===== config.mk =====
export PLATFORM = sky130hd
export DESIGN_NAME = quant_out_writeback
export DESIGN_NICKNAME = d
export VERILOG_FILES = /design/src/rtl/quant_pkg.sv /design/src/rtl/qwb_fifo.sv /design/src/rtl/quant_out_writeback.sv
export SDC_FILE = /design/constraint.sdc
export NUM_CORES = 1
export LEC_CHECK = 0
export BUFFER_PORTS_ARGS = -buffer_cell sky130_fd_sc_hd__buf_4
export CORE_ASPECT_RATIO = 1.1
export CORE_UTILIZATION = 55
export DETAILED_ROUTE_END_ITERATION = 8
export PLACE_DENSITY = 0.76
export SETUP_SLACK_MARGIN = 0.02
export SLEW_MARGIN = 30
export SYNTH_ARGS = -nofsm -noshare
export SYNTH_HDL_FRONTEND = slang
export SYNTH_SLANG_ARGS = --single-unit

===== constraint.sdc =====
create_clock -name CLK -period 3.78 [get_ports CLK]
set_clock_uncertainty 0.05 [all_clocks]
set_input_delay 0.189 -clock CLK [delete_from_list [all_inputs] [get_ports CLK]]
set_output_delay 0.189 -clock CLK [all_outputs]
set_load 0.01 [all_outputs]

===== src/rtl/quant_pkg.sv =====
// ============================================================================
// quant_pkg : shared widths and writeback FSM state type for the quantize path
// Revision  : 1.0
// ============================================================================
`default_nettype none

package quant_pkg;

    localparam int Q_LANES = 32;
    localparam int Q_BITS  = 8;
    localparam int Q_VEC_W = Q_LANES * Q_BITS;

    typedef enum logic [1:0] {
        IDLE  = 2'd0,
        RUN   = 2'd1,
        FLUSH = 2'd2,
        DONE  = 2'd3
    } qwb_state_t;

endpackage

`default_nettype wire


===== src/rtl/qwb_fifo.sv =====
// ============================================================================
// qwb_fifo : synchronous FIFO holding {addr, data} entries for the writeback
// Revision : 1.0
// ============================================================================
`default_nettype none

module qwb_fifo #(
    parameter int WIDTH = 272,
    parameter int DEPTH = 4,
    parameter int CNT_W = $clog2(DEPTH + 1)
) (
    input  logic             clk,
    input  logic             rst_n,
    input  logic             push,
    input  logic             pop,
    input  logic [WIDTH-1:0] wr_data,
    output logic             full,
    output logic             empty,
    output logic [WIDTH-1:0] head,
    output logic [CNT_W-1:0] count
);

    localparam int PTR_W = $clog2(DEPTH);

    logic [WIDTH-1:0] mem [DEPTH];
    logic [PTR_W-1:0] wr_ptr;
    logic [PTR_W-1:0] rd_ptr;

    assign full  = (count == CNT_W'(DEPTH));
    assign empty = (count == '0);
    assign head  = mem[rd_ptr];

    // Storage is cleared so the head reads zero straight out of reset.
    always_ff @(posedge clk or negedge rst_n) begin
        if (!rst_n) begin
            for (int i = 0; i < DEPTH; i++) begin
                mem[i] <= '0;
            end
            wr_ptr <= '0;
            rd_ptr <= '0;
            count  <= '0;
        end else begin
            if (push) begin
                mem[wr_ptr] <= wr_data;
                wr_ptr      <= wr_ptr + 1'b1;
            end
            if (pop) begin
                rd_ptr <= rd_ptr + 1'b1;
            end
            case ({push, pop})
                2'b10:   count <= count + 1'b1;
                2'b01:   count <= count - 1'b1;
                default: count <= count;
            endcase
        end
    end

endmodule

`default_nettype wire


===== src/rtl/quant_out_writeback.sv =====
// ============================================================================
// quant_out_writeback : buffers requantized vectors and writes them to SRAM
//                       at strided addresses. Optional: QWB_PERF_EN.
// Revision            : 1.0
// ============================================================================
`default_nettype none

module quant_out_writeback
    import quant_pkg::*;
#(
    parameter int FIFO_DEPTH = 4,
    parameter int ADDR_W     = 16
) (
    input  logic               CLK,
    input  logic               RESETn,
    input  logic               start,
    input  logic [ADDR_W-1:0]  cfg_base_addr,
    input  logic [ADDR_W-1:0]  cfg_stride,
    input  logic [ADDR_W-1:0]  cfg_num_beats,
    input  logic [Q_VEC_W-1:0] in_q,
    input  logic               in_valid,
    output logic               mem_wr_valid,
    input  logic               mem_wr_ready,
    output logic [ADDR_W-1:0]  mem_wr_addr,
    output logic [Q_VEC_W-1:0] mem_wr_data,
    output logic               busy,
    output logic               done,
    output logic               overflow
`ifdef QWB_PERF_EN
   ,output logic [31:0]        perf_stall_cycles,
    output logic [15:0]        perf_drop_cnt
`endif
);

    localparam int CNT_W = $clog2(FIFO_DEPTH + 1);
    localparam int ENT_W = ADDR_W + Q_VEC_W;

    qwb_state_t        state;
    qwb_state_t        state_nxt;
    logic [ADDR_W-1:0] remaining;
    logic [ADDR_W-1:0] next_addr;
    logic [ADDR_W-1:0] stride;
    logic              fifo_full;
    logic              fifo_empty;
    logic [CNT_W-1:0]  fifo_count;
    logic [ENT_W-1:0]  fifo_head;
    logic              start_ok;
    logic              beat;
    logic              push;
    logic              pop;
    logic              drop;
    logic              stray;
    logic              last_beat;

    assign start_ok  = start && (state == IDLE);
    assign beat      = in_valid && (state == RUN);
    assign pop       = !fifo_empty && mem_wr_ready;
    assign push      = beat && (!fifo_full || pop);
    assign drop      = beat && !push;
    assign stray     = in_valid && (state != RUN);
    assign last_beat = beat && (remaining == ADDR_W'(1));

    always_ff @(posedge CLK or negedge RESETn) begin
        if (!RESETn) begin
            state <= IDLE;
        end else begin
            state <= state_nxt;
        end
    end

    always_comb begin
        state_nxt = state;
        busy      = (state != IDLE);
        done      = (state == DONE);
        case (state)
            IDLE:  if (start) state_nxt = (cfg_num_beats == '0) ? DONE : RUN;
            RUN:   if (last_beat) state_nxt = FLUSH;
            // Leave as soon as the final pop lands so done follows it directly.
            FLUSH: if (fifo_empty || ((fifo_count == CNT_W'(1)) && pop)) state_nxt = DONE;
            DONE:  state_nxt = IDLE;
            default: state_nxt = IDLE;
        endcase
    end

    // Dropped beats still advance address and count so later beats stay aligned.
    always_ff @(posedge CLK or negedge RESETn) begin
        if (!RESETn) begin
            remaining <= '0;
            next_addr <= '0;
            stride    <= '0;
            overflow  <= 1'b0;
        end else begin
            if (start_ok) begin
                remaining <= cfg_num_beats;
                next_addr <= cfg_base_addr;
                stride    <= cfg_stride;
            end else if (beat) begin
                remaining <= remaining - 1'b1;
                next_addr <= next_addr + stride;
            end
            if (stray || drop) begin
                overflow <= 1'b1;
            end else if (start_ok) begin
                overflow <= 1'b0;
            end
        end
    end

    qwb_fifo #(
        .WIDTH (ENT_W),
        .DEPTH (FIFO_DEPTH),
        .CNT_W (CNT_W)
    ) u_fifo (
        .clk     (CLK),
        .rst_n   (RESETn),
        .push    (push),
        .pop     (pop),
        .wr_data ({next_addr, in_q}),
        .full    (fifo_full),
        .empty   (fifo_empty),
        .head    (fifo_head),
        .count   (fifo_count)
    );

    assign mem_wr_valid = !fifo_empty;
    assign mem_wr_addr  = fifo_head[ENT_W-1 -: ADDR_W];
    assign mem_wr_data  = fifo_head[Q_VEC_W-1:0];

`ifdef QWB_PERF_EN
    always_ff @(posedge CLK or negedge RESETn) begin
        if (!RESETn) begin
            perf_stall_cycles <= '0;
            perf_drop_cnt     <= '0;
        end else if (start_ok) begin
            perf_stall_cycles <= '0;
            perf_drop_cnt     <= '0;
        end else begin
            if (mem_wr_valid && !mem_wr_ready && (perf_stall_cycles != '1)) begin
                perf_stall_cycles <= perf_stall_cycles + 1'b1;
            end
            if (drop && (perf_drop_cnt != '1)) begin
                perf_drop_cnt <= perf_drop_cnt + 1'b1;
            end
        end
    end
`else
    // Build without performance counters: no extra state.
`endif

endmodule

`default_nettype wire

After elaboration in Yosys (flattened, before gate mapping):

Index checks and enable logic that the tools add are counted.
Widths: inputs -> output; s select.

* register bits after elaboration: 1146
* bits in latches: 0
* memory bits (writable): 0
* bits in read-only memories: 0
* input port bits: 309
* output and inout port bits: 276
* word-level logic and storage cells: 76
* memories kept: 0

* $add $sub $neg: 6
* multipliers: 0
* div/mod/pow operators: 0
* order comparisons: 3
* eq/ne operators: 12
* shift operators: 0
* multiplexer cells: 18
* bitwise operators: 2
* reduce and logical (&&, ||, !) cells: 23

Operators by type and width (count)
* $bwmux 1088: 1
* $mux 272: 3
* $bmux 272 s2: 1
* $demux 272 s2: 1
* $mux 16: 4
* $add 16x16->16: 1
* $eq 16x1->1 const B: 1
* $logic_not 16->1: 1
* $sub 16x1->16 const B: 1
* $logic_and 1x1->1: 9
* $mux 2: 4
* $pmux 2 s4: 1
* $reduce_bool 2->1: 4
* $eq 2x2->1 const B: 3
* $ge 3x3->1 const B: 2
* $ne 2x2->1 const B: 3
* $not 2->3: 2
* $pmux 3 s2: 1
* $add 2x1->2 const B: 2
* $eq 2x1->1 const B: 2
* $add 3x1->3 const B: 1
* $eq 3x1->1 const B: 1
* $eq 3x3->1 const B: 1
* $logic_not 1->1: 3
* other kinds (8): 11

Depth between registers and ports, before layout:

* word-level depth: 9
* mapped depth: 10
* mapped depth without buffers: 9

Hierarchy:

Synthesis repeated with hierarchy kept, for this count alone.

* cells, all modules: 3035
* area total of the unflattened synthesis: 51613.3 um^2

By module, submodules not included
* qwb_fifo: times used 1, cells an instance 2666, area an instance 48495.3 um^2, sequential area each 27401.3 um^2
* quant_out_writeback: times used 1, cells an instance 369, area an instance 3118.0 um^2, sequential area each 1276.2 um^2

Worst setup path before layout:

Ideal clock, no wire load.

* path type: register to register
* start point: register state[1]
* end point: register u_fifo.mem[1007] (netlist name)
* library setup time: 0.125 ns
* arrival: 2.330 ns
* data required time: 3.605 ns
* slack: 1.275 ns
* stages on the path, launching flop included: 11
* buffers on the path: 4
* clock period less this slack: 2.505 ns
* path through: dfrtp_1 -> inv_1 -> ha_1 -> and2_1 -> and2_1 -> clkbuf_1 -> nand2_1 -> clkbuf_1 -> clkbuf_1 -> buf_2 -> mux2_2

* cells in the longest elaborated chain, start to end: 3

Ends and longest elaborated chain
* start: declaration: line quant_out_writeback.sv:38 `qwb_state_t state;`
* start signal: assignment: line quant_out_writeback.sv:67 `state <= state_nxt;`
* $eq 2x1->1: line quant_out_writeback.sv:56 `assign beat = in_valid && (state == RUN);`
* $logic_and 1x1->1: line quant_out_writeback.sv:56
* $logic_and 1x1->1: line quant_out_writeback.sv:58 `assign push = beat && (!fifo_full || pop);`
* end signal: indexed assignment: line qwb_fifo.sv:44 `mem[wr_ptr] <= wr_data;`
* end: declaration: line qwb_fifo.sv:25 `logic [WIDTH-1:0] mem [DEPTH];`

Every way passes these cells.
A chain may end at the register's enable or synchronous reset.

Worst setup path in the final report:

* start point: register next_addr[0]
* end point: register next_addr[14]

* cells in the longest elaborated chain, start to end: 3

Ends and longest elaborated chain
* start: declaration: line quant_out_writeback.sv:41 `logic [ADDR_W-1:0] next_addr;`
* start signal: assignment: line quant_out_writeback.sv:95 `next_addr <= cfg_base_addr;`
* start signal: assignment: line quant_out_writeback.sv:99 `next_addr <= next_addr + stride;`
* $add 16x16->16: line quant_out_writeback.sv:99
* $mux 16: line quant_out_writeback.sv:97 `end else if (beat) begin`
* $mux 16: line quant_out_writeback.sv:93 `if (start_ok) begin`

Every way passes these cells. The select of a mux whose other input is x is not followed.

==> results.sh <==
export IMPL_layout_common_cells="dfrtp_1, mux2_2, buf_4"
export IMPL_synth_compound_area_share=0.0116
export IMPL_nNetsFinal=4281
export IMPL_dr_total_vias=30494
export IMPL_ant_nets=0
export IMPL_fp_dieW_microns=289
export IMPL_syn_inst=3047
export IMPL_clk_pin_slew_worst_paths_ns=0.06
export IMPL_synth_warnings=0
export IMPL_io_pins=585
export IMPL_cp_end_kind="flip-flop"
export IMPL_status="complete, no violations"
export IMPL_clock_sinks=1146
export IMPL_syn_avg_cell_area_sq_um=16.4
export IMPL_die_h_microns=318
export IMPL_grt_ovfl_total=0
export IMPL_crit_type="flip-flop to flip-flop"
export IMPL_fp_row_count=115
export IMPL_numCtsBuffers=113
export IMPL_synth_top_area_cell="dfrtp_1"
export IMPL_finalSetupViolCount=0
export IMPL_detail_route_wl_per_cell_microns=24.0
export IMPL_ys_seq_area_frac=0.575
export IMPL_use_met1=0.342
export IMPL_r2r_start="next_addr[0]"
export IMPL_place_ws_ns=0.915
export IMPL_synth_edf_count=0
export IMPL_r2r_slack_ns=0.52
export IMPL_fmax_mhz=307
export IMPL_critPathRequiredTime_ns=4.27
export IMPL_final_common_cell="dfrtp_1"
export IMPL_synth_area_top_cells="dfrtp_1, mux2_2, mux4_2, clkbuf_1, ha_1"
export IMPL_fin_crit_ns=3.26
export IMPL_synth_area_sq_mm=0.0499
export IMPL_postPlaceCellArea_sq_mm=0.0561
export IMPL_cts_htree_levels=3
export IMPL_yosysTopAreaCellShare=0.575
export IMPL_finalMaxSlewViolations=0
export IMPL_period_share=0.862
export IMPL_synthMuxAreaShare=0.369
export IMPL_clk_latency_ns=0.68
export IMPL_placedCellCount=4681
export IMPL_slew_headroom=0.412
export IMPL_report_final_hold_viol_count=0
export IMPL_p_leak_nw=28.4
export IMPL_hpwlAfterDp_microns=81700
export IMPL_cts_resized=0
export IMPL_max_cap_violations=0
export IMPL_place_gp_congestion=0.918
export IMPL_die_area_sq_mm=0.0920
export IMPL_synth_top_family_by_area="multiplexers"
export IMPL_drt_iter0_markers=1596
export IMPL_final_cell_area_sq_mm=0.0631
export IMPL_grt_start_max_net_pins=161
export IMPL_cts_buffer_depth=3
export IMPL_rsz0062_at_grt="no"
export IMPL_post_cts_buffers=0
export IMPL_cts_tree="built"
export IMPL_synth_xor_area_frac=0.00544
export IMPL_antenna_found_initial=20
export IMPL_p_total_mw=58.2
export IMPL_post_drt_via_cell_ratio=5.84
export IMPL_postCtsHoldBufs=314
export IMPL_grt_use_met2=0.473
export IMPL_drc=0
export IMPL_track_usage=0.276
export IMPL_synth_distinct_cells=47
export IMPL_async_flop_share=1.00
export IMPL_coreArea_sq_mm=0.0896
export IMPL_whs_ns=0.0518
export IMPL_tns_ns=0
export IMPL_syn_to_final_growth_pct=26.3
export IMPL_ys_seq_elements=1146
export IMPL_fin_util=0.703
export IMPL_power_per_cell_area_mw_per_mm2=924
export IMPL_critPathArrivalTime_ns=3.75
export IMPL_cts_root_buf="clkbuf_16"
export IMPL_timing_rr_end="next_addr[14]"
export IMPL_synthAdderAreaFrac=0.00817
export IMPL_worst_slack_ns=0.522
export IMPL_path_max_fanout=6
export IMPL_firstDrtPassIters=5
export IMPL_synth_simple_area_share=0.0145
export IMPL_ys_flop_type="dfrtp_1"
export IMPL_wl_microns=126000
export IMPL_cp_start_kind="flip-flop"
export IMPL_io_buffer_count=584
export IMPL_r2r_cells=9
export IMPL_grt_pass1_wl_microns=197000
export IMPL_ir_drop_v=0.000565
export IMPL_grt_pass1_vias=34221
export IMPL_final_cells=5221
export IMPL_start_util=0.557
export IMPL_gr_usage_met3=0.0503
export IMPL_hp_class="primary input to async pin"
export IMPL_max_slew_worst_pin_slew_ns=0.882
export IMPL_final_layout_size_suffix_gt1_frac=0.550
export IMPL_grt_busiest_layer="met2"
export IMPL_synth_fp_nets=3388
[how the worst max path moves through the flow]
| stage | from | cells after the start | to |
|---|---|---|---|
| after floorplan | state[1] | 10 | u_fifo.mem[1007] |
| after global placement | state[1] | 7 | u_fifo.mem[616] |
| after detailed placement | state[1] | 7 | u_fifo.mem[798] |
| after CTS | next_addr[0] | 9 | next_addr[14] |
| after global routing | next_addr[0] | 9 | next_addr[14] |
| final | next_addr[0] | 9 | next_addr[14] |
[where the power goes]
group	switching (mW)	internal, mW	leakage (nW)	total [mW]
sequential	3.50	18.3	14.0	21.8
combinational	10.7	14.5	12.5	25.2
clock	4.71	6.51	1.86	11.2
total	19.0	39.3	28.4	58.2
[critical path: stages (launching register included)]
cell,delay (ns)
dfrtp_1,0.44
ha_1,0.27
fa_1,0.44
a211oi_1,0.35
o21bai_1,0.15
a21oi_1,0.39
o221ai_1,0.21
xnor2_1,0.18
o21ai_0,0.09
dlygate4sd3_1,0.56
[cell usage after synthesis, drive strengths merged, types with 2 or more instances]
library cell and n:
o21bai 4, and2 4, a21o 4, or3 3, nand4 6, ha 31, o21ai 41, nor3 7
buf 69, mux2i 3, mux2 1088, a22oi 5, or4 3, inv 13, nor2 23, xor2 5
a211oi 5, nand2 94, o22ai 3, a21oi 25, or2 2, a31oi 4, xnor2 26, dfrtp 1146
nor4 8, mux4 272, nand3 7, clkbuf 132
[flip-flops by register name, indices dropped and copies added, names as in the netlist]
register,flops
next_addr,16
overflow,1
remaining,16
state,2
stride,16
u_fifo.count,3
u_fifo.mem,1088
u_fifo.rd_ptr,2
u_fifo.wr_ptr,2
[routing by layer]
metal,vias up,part of all wire
li1,13147,-
met1,16125,0.38
met3,265,0.055
met2,955,0.52
met4,2,0.041
met5,-,0.00010
[cell type report]
cell class | count | area [sq um]
inverters | 13 | 48.8
multi-input cells | 1687 | 20400
diodes | 19 | 47.5
fillers | 5646 | 26600
clock inverters | 38 | 377
repair buffers | 979 | 8630
flip-flops and latches | 1146 | 28700
clock buffers | 169 | 3380
well taps | 1170 | 1460
[logic make-up after synthesis]
kind of cell,count (synthesis)
AO/OA/AOI/OAI,98
XOR/XNOR,31
adder cells (fa/ha/maj),32
buffers and inverters,214
flip-flops,1146
multiplexers,1363
AND/OR/NAND/NOR,163
No activity file was read; power rests on OpenSTA's default activity.
